<file path="src/rtl/pwm_deadtime.sv">
// Complementary high/low gate driver with programmable dead time and a
// sticky fault latch. One raw PWM channel is registered once, then steered
// to o_pwm_h / o_pwm_l so the two switches are never on together and every
// hand-over between them passes through a dead interval of dt_eff cycles.
//
// Handshake: none. Every input is sampled as a level on each rising edge
// of i_clk; i_fault_clr is a single-cycle request acted on in the cycle it
// is seen. There is no valid/ready pairing on this block.
//
// o_dbg_state exposes the FSM encoding for checkers:
//   0 OFF, 1 LOW_ON, 2 DEAD_TO_HIGH, 3 HIGH_ON, 4 DEAD_TO_LOW
module pwm_deadtime #(
  parameter int DT_W = 8
) (
  input  logic            i_clk,
  input  logic            i_rst,
  input  logic            i_pwm,
  input  logic            i_en,
  input  logic [DT_W-1:0] i_dt_rise,
  input  logic [DT_W-1:0] i_dt_fall,
  input  logic            i_fault,
  input  logic            i_fault_clr,
  output logic            o_pwm_h,
  output logic            o_pwm_l,
  output logic            o_dead,
  output logic            o_fault,
  output logic [2:0]      o_dbg_state
);

  typedef enum logic [2:0] {
    S_OFF          = 3'd0,
    S_LOW_ON       = 3'd1,
    S_DEAD_TO_HIGH = 3'd2,
    S_HIGH_ON      = 3'd3,
    S_DEAD_TO_LOW  = 3'd4
  } state_t;

  localparam logic [DT_W-1:0] DT_ZERO = '0;
  localparam logic [DT_W-1:0] DT_ONE  = DT_W'(1);

  state_t          r_state;
  logic            r_pwm_q;
  logic            r_primed;
  logic [DT_W-1:0] r_cnt;
  logic            r_h;
  logic            r_l;
  logic            r_dead;
  logic            r_fault;

  logic [DT_W-1:0] w_dt_rise_eff;
  logic [DT_W-1:0] w_dt_fall_eff;

  // A programmed dead time of zero is treated as one cycle so the two
  // switches can never be driven in adjacent cycles without a gap.
  always_comb begin
    w_dt_rise_eff = (i_dt_rise == DT_ZERO) ? DT_ONE : i_dt_rise;
    w_dt_fall_eff = (i_dt_fall == DT_ZERO) ? DT_ONE : i_dt_fall;
  end

  // Input register, fault latch and gate-drive FSM; outputs are flops that
  // change on the same edge as the state. Priority on each edge is
  // reset, fault, disable, abort, dead-count expiry, PWM transition.
  // r_primed holds the FSM in OFF for the first edge after reset so that
  // r_pwm_q carries a real sample before any decision is made.
  always_ff @(posedge i_clk) begin
    if (i_rst) begin
      r_state  <= S_OFF;
      r_pwm_q  <= 1'b0;
      r_primed <= 1'b0;
      r_cnt    <= DT_ZERO;
      r_h      <= 1'b0;
      r_l      <= 1'b0;
      r_dead   <= 1'b0;
      r_fault  <= 1'b0;
    end else begin
      r_pwm_q  <= i_pwm;
      r_primed <= 1'b1;
      if (i_fault) begin
        // Trip: latch the fault and drop both switches on this edge.
        r_fault <= 1'b1;
        r_state <= S_OFF;
        r_cnt   <= DT_ZERO;
        r_h     <= 1'b0;
        r_l     <= 1'b0;
        r_dead  <= 1'b0;
      end else if (r_fault) begin
        // Latched fault: stay OFF; a clear only releases the latch, the
        // FSM leaves OFF on the following edge.
        if (i_fault_clr) begin
          r_fault <= 1'b0;
        end
        r_state <= S_OFF;
        r_cnt   <= DT_ZERO;
        r_h     <= 1'b0;
        r_l     <= 1'b0;
        r_dead  <= 1'b0;
      end else if (!r_primed || !i_en) begin
        r_state <= S_OFF;
        r_cnt   <= DT_ZERO;
        r_h     <= 1'b0;
        r_l     <= 1'b0;
        r_dead  <= 1'b0;
      end else begin
        case (r_state)
          S_OFF: begin
            if (r_pwm_q) begin
              r_state <= S_DEAD_TO_HIGH;
              r_cnt   <= w_dt_rise_eff;
              r_h     <= 1'b0;
              r_l     <= 1'b0;
              r_dead  <= 1'b1;
            end else begin
              r_state <= S_LOW_ON;
              r_h     <= 1'b0;
              r_l     <= 1'b1;
              r_dead  <= 1'b0;
            end
          end
          S_LOW_ON: begin
            if (r_pwm_q) begin
              r_state <= S_DEAD_TO_HIGH;
              r_cnt   <= w_dt_rise_eff;
              r_l     <= 1'b0;
              r_dead  <= 1'b1;
            end
          end
          S_DEAD_TO_HIGH: begin
            if (!r_pwm_q) begin
              // Request withdrawn: low side may simply resume.
              r_state <= S_LOW_ON;
              r_cnt   <= DT_ZERO;
              r_l     <= 1'b1;
              r_dead  <= 1'b0;
            end else if (r_cnt == DT_ONE) begin
              r_state <= S_HIGH_ON;
              r_cnt   <= DT_ZERO;
              r_h     <= 1'b1;
              r_dead  <= 1'b0;
            end else begin
              r_cnt <= r_cnt - DT_ONE;
            end
          end
          S_HIGH_ON: begin
            if (!r_pwm_q) begin
              r_state <= S_DEAD_TO_LOW;
              r_cnt   <= w_dt_fall_eff;
              r_h     <= 1'b0;
              r_dead  <= 1'b1;
            end
          end
          S_DEAD_TO_LOW: begin
            if (r_pwm_q) begin
              // Request withdrawn: high side may simply resume.
              r_state <= S_HIGH_ON;
              r_cnt   <= DT_ZERO;
              r_h     <= 1'b1;
              r_dead  <= 1'b0;
            end else if (r_cnt == DT_ONE) begin
              r_state <= S_LOW_ON;
              r_cnt   <= DT_ZERO;
              r_l     <= 1'b1;
              r_dead  <= 1'b0;
            end else begin
              r_cnt <= r_cnt - DT_ONE;
            end
          end
          default: begin
            r_state <= S_OFF;
            r_cnt   <= DT_ZERO;
            r_h     <= 1'b0;
            r_l     <= 1'b0;
            r_dead  <= 1'b0;
          end
        endcase
      end
    end
  end

  assign o_pwm_h     = r_h;
  assign o_pwm_l     = r_l;
  assign o_dead      = r_dead;
  assign o_fault     = r_fault;
  assign o_dbg_state = r_state;

endmodule

</file>
<file path="config.mk">
export PLATFORM = sky130hd
export DESIGN_NAME = pwm_deadtime
export DESIGN_NICKNAME = d
export VERILOG_FILES = /design/src/rtl/pwm_deadtime.sv
export SDC_FILE = /design/constraint.sdc
export NUM_CORES = 1
export LEC_CHECK = 0
export BUFFER_PORTS_ARGS = -buffer_cell sky130_fd_sc_hd__buf_2
export CAP_MARGIN = 40
export CORE_ASPECT_RATIO = 0.7
export CORE_MARGIN = 1
export CORE_UTILIZATION = 35
export CTS_CLUSTER_SIZE = 30
export DETAILED_ROUTE_END_ITERATION = 10
export REMOVE_ABC_BUFFERS = 1
export SYNTH_ARGS = -nofsm -noshare
export SYNTH_HDL_FRONTEND = slang
export SYNTH_SLANG_ARGS = --single-unit
</file>
<file path="constraint.sdc">
create_clock -name i_clk -period 1.75 [get_ports i_clk]
set_clock_uncertainty 0.2 [all_clocks]
set_input_delay 0.175 -clock i_clk [delete_from_list [all_inputs] [get_ports i_clk]]
set_output_delay 0.175 -clock i_clk [all_outputs]
set_load 0.02 [all_outputs]
</file>
==> flow_results.xml <==
<?xml version="1.0" encoding="UTF-8"?>
<metrics>
  <group name="synthesis">
    <metric name="synth-warning-count" unit="">0</metric>
    <metric name="synth_sequential_area_ratio" unit="">0.2875</metric>
    <metric name="synth_top_cell_by_area" unit="">dfxtp_1</metric>
    <metric name="ys_ff_latch" unit="">17</metric>
    <metric name="post_synth_instance_area" unit="µm²">1184</metric>
    <metric name="synth_common_cells" unit="">a21oi_1, dfxtp_1, inv_1, nand2_1</metric>
    <metric name="edff_count_synth" unit="">0</metric>
    <metric name="average_footprint_of_a_synthesized_cell" unit="µm²">8.163</metric>
    <metric name="dominantRegCellSynth" unit="">dfxtp_1</metric>
    <metric name="syn-instance-count" unit="">145</metric>
    <metric name="yosysTopAreaCellShare" unit="">0.2875</metric>
    <metric name="ys_async_sr_fraction" unit="">0</metric>
    <metric name="synth_cell_type_count" unit="">55</metric>
    <metric name="synth_top_cells_by_area" unit="">dfxtp_1, a21oi_1, inv_1</metric>
  </group>
  <group name="final_layout">
    <metric name="areaGrowthSynthToFinish" unit="%">49.37</metric>
    <metric name="post-route-cell-area" unit="µm²">1768</metric>
    <metric name="ratio_of_cells_with_drive_above_1_in_the_final_layout" unit="">0.4700</metric>
    <metric name="final_nets" unit="">225</metric>
    <metric name="utilization" unit="">0.5541</metric>
    <metric name="fillCellCount" unit="">293</metric>
    <metric name="antenna_cells" unit="">0</metric>
  </group>
  <group name="placement">
    <metric name="half_perimeter_wire_length_of_the_detailed_placement_result" unit="µm">2816</metric>
    <metric name="port_buffers" unit="">28</metric>
    <metric name="globalplace.congestion" unit="">0.9047</metric>
    <metric name="postPlaceCellArea" unit="µm²">1528</metric>
    <metric name="placement.setup.worst_slack" unit="ns">-0.1430</metric>
  </group>
  <group name="power_and_ir_drop">
    <metric name="cell_internal_pwr" unit="µW">624.3</metric>
    <metric name="power.density" unit="nW/µm²">476.0</metric>
    <metric name="p_comb_frac" unit="">0.169</metric>
    <metric name="switchingPower" unit="µW">217.3</metric>
    <metric name="sequentialPowerShare" unit="">0.474</metric>
    <metric name="total_leakage_power" unit="nW">0.7421</metric>
    <metric name="vdd.ir_drop.worst" unit="mV">0.4402</metric>
    <metric name="share_clk_of_total_power" unit="">0.357</metric>
    <metric name="netSwitchingFraction" unit="">0.2582</metric>
    <metric name="power" unit="µW">841.6</metric>
  </group>
  <group name="global_route">
    <metric name="globalRoute.totalOverflow" unit="">0</metric>
    <metric name="grt_pass1_vias" unit="">1289</metric>
    <metric name="maximum_number_of_pins_on_one_net_before_global_route_repair" unit="">15</metric>
    <metric name="antenna_violations_before_repair" unit="">0</metric>
    <metric name="groute.usage.overall" unit="">0.2194</metric>
    <metric name="global_route_wire_length_before_repair" unit="µm">6161</metric>
  </group>
  <group name="clock_network">
    <metric name="cts-buffers-inserted" unit="">3</metric>
    <metric name="cts-root-to-sink-buffers" unit="">2</metric>
    <metric name="clkLatencyLatePin" unit="ns">0.25</metric>
    <metric name="clockRootBuffer" unit="">clkbuf_8</metric>
    <metric name="cts_num_sinks" unit="">17</metric>
    <metric name="cts_tree" unit="">built</metric>
    <metric name="h-tree-depth" unit="">1</metric>
    <metric name="path_clk_slew" unit="ns">0.07</metric>
  </group>
  <group name="job">
    <metric name="cap_violations" unit="">0</metric>
  </group>
  <group name="status">
    <metric name="violations" unit="">negative setup slack</metric>
    <metric name="status" unit="">complete, but fails checks</metric>
  </group>
  <group name="route">
    <metric name="number_of_drc_violations_after_detailed_routing" unit="">0</metric>
    <metric name="number_of_vias_after_detailed_routing" unit="">1364</metric>
    <metric name="via_per_inst" unit="">5.731</metric>
    <metric name="antenna_violating_nets_post_route" unit="">0</metric>
    <metric name="drt_first_pass_iters" unit="">5</metric>
    <metric name="iteration_0_drc_markers" unit="">78</metric>
    <metric name="wl_per_cell" unit="µm">15.71</metric>
    <metric name="routed_wirelength" unit="µm">3738</metric>
  </group>
  <group name="worst_hold_path">
    <metric name="whs_endpoint" unit="">o_fault</metric>
    <metric name="hold_class" unit="">in -&gt; reg</metric>
    <metric name="min_delay_path_depth" unit="">4</metric>
    <metric name="hold_path.startpoint" unit="">i_fault_clr</metric>
  </group>
  <group name="critical_path">
    <metric name="r2r-end" unit="">r_cnt[6]</metric>
    <metric name="crit_path_end_kind" unit="">flip-flop</metric>
    <metric name="r2r_setup_slack" unit="ns">-0.09</metric>
    <metric name="critPathKind" unit="">reg -&gt; reg</metric>
    <metric name="worst_r2r_startpoint" unit="">r_cnt[0]</metric>
    <metric name="data_arrival_time_of_the_worst_path" unit="ns">1.79</metric>
    <metric name="r2r_cells" unit="">7</metric>
    <metric name="critical_path.max_fanout" unit="">4</metric>
    <metric name="worst_setup_path_start_kind" unit="">flip-flop</metric>
    <metric name="cp_data_required_time" unit="ns">1.69</metric>
    <metric name="cp-startpoint" unit="">r_cnt[0]</metric>
  </group>
  <group name="timing">
    <metric name="layout_setup_ws" unit="ns">-0.09424</metric>
    <metric name="finalCritPeriodShare" unit="">1.054</metric>
    <metric name="rsz0062_at_grt" unit="">yes</metric>
    <metric name="max-slew-margin-rel" unit="">0.7278</metric>
    <metric name="timing.final.crit_period" unit="ns">1.844</metric>
    <metric name="timing.final.setup_violations" unit="">2</metric>
    <metric name="final_hold_viol_count" unit="">0</metric>
    <metric name="max_slew.worst_pin.slew" unit="ns">0.4052</metric>
    <metric name="fmax" unit="MHz">542.2</metric>
    <metric name="drv_slew" unit="">0</metric>
    <metric name="fin_setup_tns" unit="ns">-0.1062</metric>
  </group>
  <group name="floorplanning">
    <metric name="core.rowCount" unit="">17</metric>
    <metric name="die_width" unit="µm">71.51</metric>
    <metric name="starting_utilization_of_the_core_area" unit="">0.3710</metric>
    <metric name="floorplan.die.height" unit="µm">50.66</metric>
    <metric name="die_area" unit="µm²">3622</metric>
    <metric name="placeableCoreArea" unit="µm²">3191</metric>
    <metric name="io_pins" unit="">29</metric>
  </group>
</metrics>
[how the worst max path moves through the flow]
stage | end | depth (start not counted)
after floorplan | r_cnt[0] | 4
after global placement | r_cnt[2] | 7
after detailed placement | r_cnt[2] | 7
after CTS | r_cnt[6] | 7
after global routing | r_cnt[6] | 7
final | r_cnt[6] | 7
[repair_timing]
action | CTS | global route
hold endpoints to repair | 3 | 0
pin swaps | 4 | 8
endpoints found under the setup margin | 10 | 11
resized for setup | 19 | 15
buffers inserted | 2 | 2
hold buffers | 3 | 0
[cell families after synthesis]
group	after synthesis	synth area share
and+or+nand+nor	54	0.2907
AOI/OAI and AO/OA	52	0.3140
buffers and inverters	18	0.06871
DFF	17	0.2875
muxes	2	0.01797
adders and majority gates	2	0.02114
[cell usage in the layout, fill, tap and decap left out, types with 3 or more instances in the layout]
master / Yosys / routed
dfxtp_2: 0 / 5
nor2_1: 5 / 5
or3_1: 3 / 3
o22ai_1: 3 / 3
or4_1: 3 / 3
a21oi_1: 17 / 16
nor4_2: 2 / 3
dfxtp_1: 17 / 10
nand3_1: 5 / 5
nand2_1: 8 / 8
nand2b_1: 3 / 3
a22oi_1: 3 / 3
buf_6: 1 / 4
dlygate4sd3_1: 0 / 3
buf_2: 2 / 28
buf_4: 1 / 25
inv_1: 8 / 6
clkbuf_8: 0 / 3
nor3_1: 3 / 3
[critical path: stages, from the launching register on]
cell and delay [ns]:
dfxtp_2 0.33, buf_6 0.12, inv_4 0.05, ha_4 0.11, or3b_4 0.38, o31a_2 0.34, o21ai_2 0.13, a21oi_2 0.07
[flip-flops by register name (all words and copies together) (netlist names)]
signal,flops
r_cnt,8
o_pwm_h,1
o_dead,1
o_pwm_l,1
r_pwm_q,1
o_dbg_state,3
r_primed,1
o_fault,1
[power groups by stage]
stage                     Combinational [mW]  Sequential (mW)  Clock, mW
after detailed placement               0.120            0.409          0
after global placement                 0.117            0.409          0
final                                  0.142            0.399      0.300
after global routing                   0.155            0.400      0.325
after CTS                              0.128            0.400      0.305
after floorplan                       0.0506            0.414          0
[routing by layer]
metal | global-route usage | part of all wire | wire length [µm]
met3 | 0.04217 | 0.075 | 280
met1 | 0.3080 | 0.45 | 1678
met2 | 0.3667 | 0.47 | 1750
met5 | 0 | 0 | 0
met4 | 0.009804 | 0.0078 | 29
[final cells by class]
type / count / area, µm² / area share
multi-input cells: 110 / 864.6 / 0.4890
flip-flops and latches: 17 / 354.1 / 0.2003
clock buffers: 3 / 41.29 / 0.02335
repair buffers: 61 / 422.9 / 0.2392
clock inverters: 1 / 5.005 / 0.002831
inverters: 8 / 32.53 / 0.01840
well taps: 38 / 47.55 / 0.02689
[per-stage QoR]
stage,hold WS (ns),cells
after global routing,0.05198,238
final,0.01838,238
after floorplan,0.03152,135
after CTS,0.01938,236
after detailed placement,0.1905,227
after global placement,0.1788,227
(Power assumes the default switching activity.)
